[config.mk]
export PLATFORM = sky130hd
export DESIGN_NAME = as_imem_loader
export DESIGN_NICKNAME = d
export VERILOG_FILES = /design/src/rtl/as_imem_loader.sv
export SDC_FILE = /design/constraint.sdc
export NUM_CORES = 1
export LEC_CHECK = 0
export BUFFER_PORTS_ARGS = -buffer_cell sky130_fd_sc_hd__buf_2
export CAP_MARGIN = 30
export CORE_UTILIZATION = 62
export CTS_CLUSTER_DIAMETER = 200
export DETAILED_ROUTE_END_ITERATION = 8
export PLACE_DENSITY = 0.95
export SLEW_MARGIN = 20
export SYNTH_ARGS = -nofsm -noshare
export SYNTH_HDL_FRONTEND = slang
export SYNTH_SLANG_ARGS = --single-unit
[constraint.sdc]
create_clock -name clk_i -period 11.55 [get_ports clk_i]
set_clock_uncertainty 0.05 [all_clocks]
set_input_delay 0.5775 -clock clk_i [delete_from_list [all_inputs] [get_ports clk_i]]
set_output_delay 0.5775 -clock clk_i [all_outputs]
set_load 0.02 [all_outputs]
[src/rtl/as_imem_loader.sv]
// JTAG I-Mem load engine: buffers synchronised scan update words in a small FIFO
// and executes writes, burst writes, pointer loads and read-backs; owns core reset.
module as_imem_loader #(
    parameter int ADDR_W     = 10,
    parameter int DATA_W     = 32,
    parameter int FIFO_DEPTH = 4,
    parameter int READ_LAT   = 1
) (
    input  logic                       clk_i,
    input  logic                       rst_i,
    input  logic                       upd_valid_i,
    input  logic [3+ADDR_W+DATA_W-1:0] upd_word_i,
    output logic [ADDR_W-1:0]          mem_addr_o,
    output logic [DATA_W-1:0]          mem_wdata_o,
    output logic                       mem_we_o,
    output logic                       mem_re_o,
    input  logic [DATA_W-1:0]          mem_rdata_i,
    output logic                       core_rst_o,
    output logic [DATA_W-1:0]          rdata_o,
    output logic                       rdata_valid_o,
    output logic                       busy_o,
    output logic [2:0]                 err_o,
    output logic [31:0]                chk_o,
    output logic [15:0]                wr_cnt_o
);
    localparam int W    = 3 + ADDR_W + DATA_W;
    localparam int STEP = DATA_W / 8;
    localparam int FAW  = $clog2(FIFO_DEPTH);
    localparam int CW   = $clog2(READ_LAT + 1);

    localparam logic [2:0] OP_NOP = 3'b000, OP_WRITE = 3'b001, OP_WRITE_INC = 3'b010,
                           OP_SET_PTR = 3'b011, OP_READ = 3'b100, OP_HOLD = 3'b101,
                           OP_RELEASE = 3'b110, OP_CLR_ERR = 3'b111;

    localparam logic [1:0] S_IDLE = 2'd0, S_EXEC = 2'd1, S_RWAIT = 2'd2;

    logic [FIFO_DEPTH-1:0][W-1:0] fifo;
    logic [FAW:0]                 wr_ptr, rd_ptr;
    logic                         fifo_empty, fifo_full, push, pop, ovf;

    logic [1:0]        state;
    logic [W-1:0]      cmd;
    logic [2:0]        cmd_op;
    logic [ADDR_W-1:0] cmd_addr, ptr;
    logic [DATA_W-1:0] cmd_data;
    logic [CW-1:0]     rcnt;
    logic              is_exec, mis, wr_op, wr_ok, re_ok, err_clr;
    logic [2:0]        err_set;

    // Full when the pointers differ only in the wrap bit.
    assign fifo_empty = (wr_ptr == rd_ptr);
    assign fifo_full  = (wr_ptr == {~rd_ptr[FAW], rd_ptr[FAW-1:0]});
    assign pop        = (state == S_IDLE) && !fifo_empty;
    assign push       = upd_valid_i && (!fifo_full || pop);
    assign ovf        = upd_valid_i && !push;

    always_ff @(posedge clk_i) begin
        if (push) fifo[wr_ptr[FAW-1:0]] <= upd_word_i;
    end

    always_ff @(posedge clk_i or posedge rst_i) begin
        if (rst_i) begin
            wr_ptr <= '0;
            rd_ptr <= '0;
        end else begin
            if (push) wr_ptr <= wr_ptr + 1'b1;
            if (pop)  rd_ptr <= rd_ptr + 1'b1;
        end
    end

    assign cmd_op   = cmd[W-1 -: 3];
    assign cmd_addr = cmd[DATA_W +: ADDR_W];
    assign cmd_data = cmd[DATA_W-1:0];

    assign is_exec = (state == S_EXEC);
    assign mis     = |(cmd_addr & ADDR_W'(STEP - 1));
    assign wr_op   = (cmd_op == OP_WRITE) || (cmd_op == OP_WRITE_INC);
    assign wr_ok   = is_exec && core_rst_o &&
                     (((cmd_op == OP_WRITE) && !mis) || (cmd_op == OP_WRITE_INC));
    assign re_ok   = is_exec && (cmd_op == OP_READ) && !mis;

    assign mem_we_o    = wr_ok;
    assign mem_re_o    = re_ok;
    assign mem_addr_o  = (cmd_op == OP_WRITE_INC) ? ptr : cmd_addr;
    assign mem_wdata_o = cmd_data;
    assign busy_o      = !fifo_empty || (state != S_IDLE);

    always_comb begin
        err_set    = 3'b000;
        err_set[0] = ovf;
        err_set[1] = is_exec && mis &&
                     ((cmd_op == OP_WRITE) || (cmd_op == OP_SET_PTR) || (cmd_op == OP_READ));
        err_set[2] = is_exec && wr_op && !core_rst_o;
        err_clr    = is_exec && (cmd_op == OP_CLR_ERR);
    end

    always_ff @(posedge clk_i or posedge rst_i) begin
        if (rst_i) begin
            state         <= S_IDLE;
            cmd           <= '0;
            ptr           <= '0;
            core_rst_o    <= 1'b1;
            err_o         <= '0;
            chk_o         <= '0;
            wr_cnt_o      <= '0;
            rcnt          <= '0;
            rdata_o       <= '0;
            rdata_valid_o <= 1'b0;
        end else begin
            rdata_valid_o <= 1'b0;
            // A new overflow in the clearing cycle survives the clear.
            err_o <= (err_clr ? 3'b000 : err_o) | err_set;
            case (state)
                S_IDLE: begin
                    if (pop) begin
                        cmd   <= fifo[rd_ptr[FAW-1:0]];
                        state <= S_EXEC;
                    end
                end
                S_EXEC: begin
                    state <= S_IDLE;
                    if (wr_ok) begin
                        chk_o <= chk_o + cmd_data[31:0];
                        if (wr_cnt_o != 16'hFFFF) wr_cnt_o <= wr_cnt_o + 16'd1;
                    end
                    case (cmd_op)
                        OP_WRITE_INC: if (wr_ok) ptr <= ptr + ADDR_W'(STEP);
                        OP_SET_PTR:   if (!mis) ptr <= cmd_addr;
                        OP_READ: begin
                            if (!mis) begin
                                state <= S_RWAIT;
                                rcnt  <= '0;
                            end
                        end
                        OP_HOLD: begin
                            core_rst_o <= 1'b1;
                            chk_o      <= '0;
                            wr_cnt_o   <= '0;
                        end
                        OP_RELEASE: core_rst_o <= 1'b0;
                        default: ;
                    endcase
                end
                S_RWAIT: begin
                    if (rcnt == CW'(READ_LAT - 1)) begin
                        rdata_o       <= mem_rdata_i;
                        rdata_valid_o <= 1'b1;
                        state         <= S_IDLE;
                    end else begin
                        rcnt <= rcnt + CW'(1);
                    end
                end
                default: state <= S_IDLE;
            endcase
        end
    end
endmodule

==> results of run 1 <==
synth_stat cells, types with 2 or more instances:
cell / n
and3_1: 9
ha_1: 38
nor4_1: 2
o31ai_1: 5
o21a_1: 4
buf_2: 5
xnor2_1: 16
and4_1: 3
nor3b_1: 5
o21ai_0: 68
nand2b_1: 7
o21ai_2: 2
a21oi_1: 43
a31oi_1: 7
inv_1: 23
a211oi_1: 6
mux4_2: 45
xor2_1: 26
mux2i_1: 2
and2_1: 5
dfrtp_1: 147
nor3_1: 10
nand2_1: 49
nand4_1: 12
buf_1: 4
a41oi_1: 2
edfxtp_1: 180
or3_1: 2
mux2_2: 86
or2_2: 2
clkbuf_1: 35
buf_4: 32
o2111ai_1: 2
nor2_1: 46
o211ai_1: 4
nor2b_1: 3
o22ai_1: 2
a21o_1: 17
nand3_1: 35
registers in the layout, summed over array words and instances (netlist names):
register       flops
chk_o             32
cmd               45
core_rst_o         1
err_o              3
fifo             180
ptr               10
rd_ptr             3
rdata_o           32
rdata_valid_o      1
state              2
wr_cnt_o          16
wr_ptr             3
worst max path at each step:
stage / slack (ns) / depth (start not counted) / startpoint / to
6_report: 8.09 / 11 / chk_o[0] / chk_o[30]
5_1_grt: 7.90 / 11 / cmd[0] / chk_o[30]
4_1_cts: 8.20 / 6 / cmd[42] / mem_we_o
3_5_place_dp: 8.40 / 11 / cmd[0] / chk_o[28]
3_3_place_gp: 8.53 / 6 / rd_ptr[1] / fifo[12]
2_1_floorplan: 6.94 / 1 / rst_i / chk_o[0]
metal layers:
metal	wire, um	vias to the layer above	global-route usage, %
li1	-	4168	-
met1	13100	4803	38.0
met2	17400	652	49.5
met3	3090	160	5.40
met4	2130	0	16.2
met5	0	-	0
power by group through the flow:
stage                     logic (uW)  clock network [uW]  registers (uW)
after floorplan                 1490                   0            1860
after global placement          1950                   0            1810
after detailed placement        2050                   0            1840
after CTS                       2090                1000            1830
after global routing            2280                1050            1860
final                           2130                 997            1840
per-stage QoR:
step | setup WS (ns) | instances | util [%] | cell area [um2] | power, uW
final | 8.09 | 1536 | 73.3 | 16700 | 4960
after global routing | 7.90 | 1536 | 73.3 | 16700 | 5190
after CTS | 8.20 | 1530 | 73.0 | 16700 | 4920
after detailed placement | 8.40 | 1472 | 68.6 | 15700 | 3890
after global placement | 8.53 | 1472 | 68.6 | 15700 | 3760
after floorplan | 6.94 | 1017 | - | 14600 | 3340
cell type report:
cell class / count / area share [%]
clock buffers: 47 / 5.41
repair buffers: 221 / 7.04
flip-flops and latches: 328 / 54.4
clock inverters: 11 / 0.568
inverters: 24 / 0.568
diodes: 3 / 0.0448
well taps: 313 / 2.34
multi-input cells: 589 / 29.6
layout by cell type (no fill, tap or decap), types with 22 or more instances in the layout:
cell,n
buf_2,209
edfxtp_1,180
dfrtp_1,145
mux2_2,86
o21ai_0,68
nand2_1,49
nor2_1,46
mux4_2,45
a21oi_1,43
ha_1,38
nand3_1,35
clkbuf_16,31
xor2_1,26
inv_1,22
cell families after synthesis:
group	synth area share (%)
flops	62.6
simple gates	6.51
compound gates	7.79
mux	13.7
buf+inv	3.45
xor+xnor	2.53
fa+ha+maj	3.40
==> metrics.cfg, run 1 <==
[pwr]
p_seq_share_pct = 37.0
internal_power_uw = 3020
p_per_area_nw_per_um2 = 296
p_sw_share_pct = 39.2
switchingPower_uw = 1950
p_leak_uw = 0.00704
ir_worst_vdd_mv = 0.222
clkPwrFrac_pct = 20.1
p_comb_share_pct = 42.9

[worst_setup_path]
rrSetupSlack_ns = 8.09
ff2ff_path_depth = 11
cp_slowest_cell = a211oi_1
cp.required_ns = 11.92
crit_fanout = 4
critPathLaunchType = flop
reg2reg_to = chk_o[30]
cpLargestDelayFamily = compound AO/OA/AOI/OAI gates
crit_arrival_ns = 3.83
cpPeakStageDelay_ns = 0.46
path_common_cell = o21ai_0
critical_path_class = flop to flop
reg2reg_from = chk_o[0]
crit_path_cell_trace = ha_1 > inv_1 > fa_1 > nand2b_1 > a21oi_1 > nand4_1 > a211oi_1 > o21ai_0 > o31ai_1 > xnor2_1 > o21ai_0
endpoint_kind = flop
cp_num_buf_inv = 1

[layout]
final_nets = 1314
seqCellArea_um2 = 9110
num-fill-cells = 1368
synthToLayoutAreaGrowth_pct = 15.0
drive_gt1_share_pct = 34.4
multiInputGateArea_um2 = 4960

[clock_network]
htreeDepth = 1
cts_setup_buffers = 0
clock_latency_ns = 0.58
ctsRootBufferMaster = clkbuf_16
post_cts_resized = 0
ctsHoldBuffers = 0
path_clk_slew_ns = 0.07
clock_sinks = 328
cts_tree = built
cts_buffers = 31
clock_path_buffers = 3

[hold_path]
min-delay-start = upd_word_i[6]
hold-path-cell-count = 1
hold_path_class = input pin to flop
hold_end = fifo[6]

[logic_synthesis]
ys_seq_elements = 328
ys_seq_area_share_pct = 62.6
synth_area_leaders = edfxtp_1 37%, dfrtp_1 25%, mux4_2 7.0%, mux2_2 6.7%, ha_1 3.3%
synth_area_per_cell_um2 = 14.3
yosys_warnings = 0
synth_edf_count = 180
async_flop_share_pct = 45.1
netlist_instances = 1017
netlist_area_um2 = 14600
synth_largest_area_cell = edfxtp_1
synth.distinct_cells = 65
synth_ff_type = edfxtp_1
syn_nets = 1136
synth_top_area_share_pct = 37.1

[timing]
relSlewSlack_pct = 30.8
grt_setup_unrepaired = no
period_minus_slack_ns = 3.46
hold_slack_ns = 0.159
setup_violations = 0
max_clock_freq_ghz = 0.289
worst_slew_pin_slew_ns = 1.04
final.period_utilization_pct = 30.0
drv_slew = 0
setup_tns_ns = 0
hold_viol = 0

[floorplanning]
pin_count = 210
start_util_pct = 63.7
row_count = 55
core_area_um2 = 22800
die_area_um2 = 24100
die_width_um = 155
die_y_um = 155

[global_route]
grt_antenna_before_repair = 3
overflow = 0
grt_start_max_net_pins = 93
grt_pass1_wl_um = 54500
grt_pass1_vias = 9821
grtUsageTotal_pct = 29.9

[routing]
route.vias.total = 9783
via_per_inst = 6.37
drt-wirelength-per-cell_um = 23.3
drcViolationCount = 0
final_antenna_net_count = 0
drt-initial-drc-count = 1020
routed_wl_um = 35700
dr.pass1.iters = 5

[run]
cap_violations = 0

[placement]
dp_hpwl_um = 22400
io_buffers = 209
routabilityCongestion = 0.912

[run_status]
status = complete, no violations

(Power assumes the default switching activity.)
==> run 2, diff against run 1 <==
--- a/config.mk
+++ b/config.mk
@@ -7,10 +7,10 @@
 export LEC_CHECK = 0
 export BUFFER_PORTS_ARGS = -buffer_cell sky130_fd_sc_hd__buf_2
 export CAP_MARGIN = 30
-export CORE_UTILIZATION = 62
+export CORE_UTILIZATION = 52
 export CTS_CLUSTER_DIAMETER = 200
 export DETAILED_ROUTE_END_ITERATION = 8
-export PLACE_DENSITY = 0.95
+export PLACE_DENSITY = 0.86
 export SLEW_MARGIN = 20
 export SYNTH_ARGS = -nofsm -noshare
 export SYNTH_HDL_FRONTEND = slang
==> constraint.sdc (replaced) <==
create_clock -name clk_i -period 3.1 [get_ports clk_i]
set_clock_uncertainty 0.05 [all_clocks]
set_input_delay 0.155 -clock clk_i [delete_from_list [all_inputs] [get_ports clk_i]]
set_output_delay 0.155 -clock clk_i [all_outputs]
set_load 0.02 [all_outputs]
==> run 2 against run 1 <==
  * Combinational power increased to 3.7 times the previous value
  * Critical endpoint is now chk_o[28]
  * Total power increased to 3.8 times the previous value
  * Count of clock-buffer cells in the layout increased by 3
  * Critical path type unchanged
  * Worst hold slack better by 0.20 ns
  * Non-clock buffer count increased by 87
  * Final cell count rose by 9.7%
  * Die area increased by 19%
  * Highest routed layer unchanged
  * Global-route usage down 7.1 points
  * Critical path depth unchanged
  * Sequential cell count unchanged
  * Cell area increased by 6.5%
  * Wire length fell by 8.7%
==> metrics.cfg, run 2 (same netlist as run 1, synthesis figures left out) <==
[floorplanning]
pin_count = 210  ; unchanged
die_y_um = 169  ; was 155 um
row_count = 60  ; was 55
die_width_um = 169  ; was 155 um
core_area_um2 = 27200  ; was 22800 um2
start_util_pct = 53.6  ; was 63.7%
die_area_um2 = 28700  ; was 24100 um2

[hold_path]
min-delay-start = upd_word_i[29]  ; was upd_word_i[6]
hold_path_class = input pin to flop  ; unchanged
hold_end = fifo[164]  ; was fifo[6]
hold-path-cell-count = 2  ; was 1

[routing]
via_per_inst = 5.63  ; was 6.37
final_antenna_net_count = 0  ; unchanged
drt-wirelength-per-cell_um = 19.4  ; was 23.3 um
route.vias.total = 9485  ; was 9783
routed_wl_um = 32600  ; was 35700 um
dr.pass1.iters = 5  ; unchanged
drcViolationCount = 0  ; unchanged
drt-initial-drc-count = 681  ; was 1020

[clock_network]
cts_buffers = 34  ; was 31
htreeDepth = 2  ; was 1
cts_tree = built  ; unchanged
clock_path_buffers = 3  ; unchanged
path_clk_slew_ns = 0.06  ; was 0.07 ns
ctsRootBufferMaster = clkbuf_16  ; unchanged
clock_sinks = 328  ; unchanged
clock_latency_ns = 0.51  ; was 0.58 ns

[timing]
max_clock_freq_ghz = 0.336  ; was 0.289 GHz
worst_slew_pin_slew_ns = 0.919  ; was 1.04 ns
setup_violations = 0  ; unchanged
final.period_utilization_pct = 96.0  ; was 30.0%
grt_setup_unrepaired = no  ; unchanged
period_minus_slack_ns = 2.98  ; was 3.46 ns
relSlewSlack_pct = 38.5  ; was 30.8%
drv_slew = 0  ; unchanged
hold_viol = 0  ; unchanged

[layout]
final_cell_mix = 209 x buf_2, 180 x edfxtp_1, 145 x dfrtp_1  ; unchanged
largest_register_ffs = 180  ; unchanged
multiInputGateArea_um2 = 4990  ; was 4960 um2
final_common_cell = buf_2  ; unchanged
seqCellArea_um2 = 9110  ; about the same
num-fill-cells = 1924  ; was 1368
synthToLayoutAreaGrowth_pct = 22.5  ; was 15.0%
utilization_pct = 65.6  ; was 73.3%
drive_gt1_share_pct = 33.2  ; was 34.4%
final_nets = 1404  ; was 1314

[global_route]
grt_antenna_before_repair = 2  ; was 3
grt_pass1_wl_um = 50800  ; was 54500 um
grtUsageTotal_pct = 22.9  ; was 29.9%
grt_start_max_net_pins = 149  ; was 93
overflow = 0  ; unchanged
grt_pass1_vias = 9639  ; was 9821

[worst_setup_path]
reg2reg_to = chk_o[28]  ; was chk_o[30]
cp.required_ns = 3.45  ; was 11.92 ns
critPathLaunchType = flop  ; unchanged
endpoint_kind = flop  ; unchanged
crit_arrival_ns = 3.32  ; was 3.83 ns
ff2ff_path_depth = 11  ; unchanged
cp_num_buf_inv = 1  ; unchanged
crit_path_cell_trace = ha_2 > inv_1 > fa_1 > nand2b_4 > a21oi_4 > nand4_1 > a311o_1 > a21oi_2 > o211ai_1 > a21o_1 > a32o_1  ; was ha_1 > inv_1 > fa_1 > nand2b_1 > a21oi_1 > nand4_1 > a211oi_1 > o21ai_0 > o31ai_1 > xnor2_1 > o21ai_0
crit_fanout = 4  ; unchanged
reg2reg_from = chk_o[0]  ; unchanged
cpPeakStageDelay_ns = 0.40  ; was 0.46 ns
cpLargestDelayFamily = compound AO/OA/AOI/OAI gates  ; unchanged
rrSetupSlack_ns = 0.12  ; was 8.09 ns
cp_slowest_cell = fa_1  ; was a211oi_1
critical_path_class = flop to flop  ; unchanged

[run_status]
status = complete, no violations  ; unchanged

[placement]
routabilityCongestion = 0.926  ; was 0.912
io_buffers = 209  ; unchanged
dp_hpwl_um = 20300  ; was 22400 um

[pwr]
p_per_area_nw_per_um2 = 1040  ; was 296 nW/um2
p_leak_uw = 0.00745  ; was 0.00704 uW
ir_worst_vdd_mv = 0.583  ; was 0.222 mV
power.total_uw = 18600  ; was 4960 uW

[run]
cap_violations = 0  ; unchanged

run 2: power by group:
group	internal, uW	switching, uW	leakage, uW	total, uW
Sequential	5930	803	0.00353	6740
Combinational	3360	4480	0.00338	7840
Clock	2420	1630	0.000538	4050
Total	11700	6910	0.00745	18600
run 2: repair_timing:
action / 4_1_cts / 5_1_grt
hold buffers: 79 / 0
setup buffers: 0 / 1
setup endpoints to repair: 3 / 3
resized for setup: 2 / 5
pin swaps: 1 / 4
endpoints found under the hold margin: 360 / 0
run 2: final cells by class:
cell class                 count  area share (%)
inverter                      24           0.526
clock inverter                12           0.638
timing repair buffer         308            11.5
multi-input combinational    589            28.0
clock buffer                  50            5.63
sequential                   328            51.1
antenna                        2          0.0281
tap                          372            2.61
run 2: layer usage:
metal	part of all wire, %	track usage (%)
met1	41	28.7
met2	51	39.4
met3	5.7	4.38
met4	2.9	8.50
met5	0	0
run 2: per-stage QoR:
step	setup WS (ns)	hold WS (ns)	area [um2]	cells	setup TNS (ns)
after global placement	0.0384	0.312	15900	1540	0
after global routing	0.00371	0.351	17800	1685	0
final	0.122	0.356	17800	1685	0
after CTS	0.00813	0.337	17800	1681	0
after detailed placement	-0.0793	0.325	15900	1540	-0.110
after floorplan	0.213	0.204	14600	1017	0
run 2: worst max path at each step:
stage	start	endpoint	slack (ns)	depth (start not counted)
3_5_place_dp	chk_o[0]	chk_o[30]	-0.08	11
4_1_cts	chk_o[0]	chk_o[28]	0.008	11
2_1_floorplan	chk_o[0]	chk_o[28]	0.21	11
6_report	chk_o[0]	chk_o[28]	0.12	11
3_3_place_gp	cmd[0]	chk_o[30]	0.04	11
5_1_grt	cmd[0]	chk_o[28]	0.004	11
run 2: worst register-to-register path, stage by stage (launching register included):
cell	delay, ns
dfrtp_1	0.38
ha_2	0.20
inv_1	0.06
fa_1	0.40
nand2b_4	0.18
a21oi_4	0.17
nand4_1	0.26
a311o_1	0.39
a21oi_2	0.19
o211ai_1	0.14
a21o_1	0.20
a32o_1	0.24
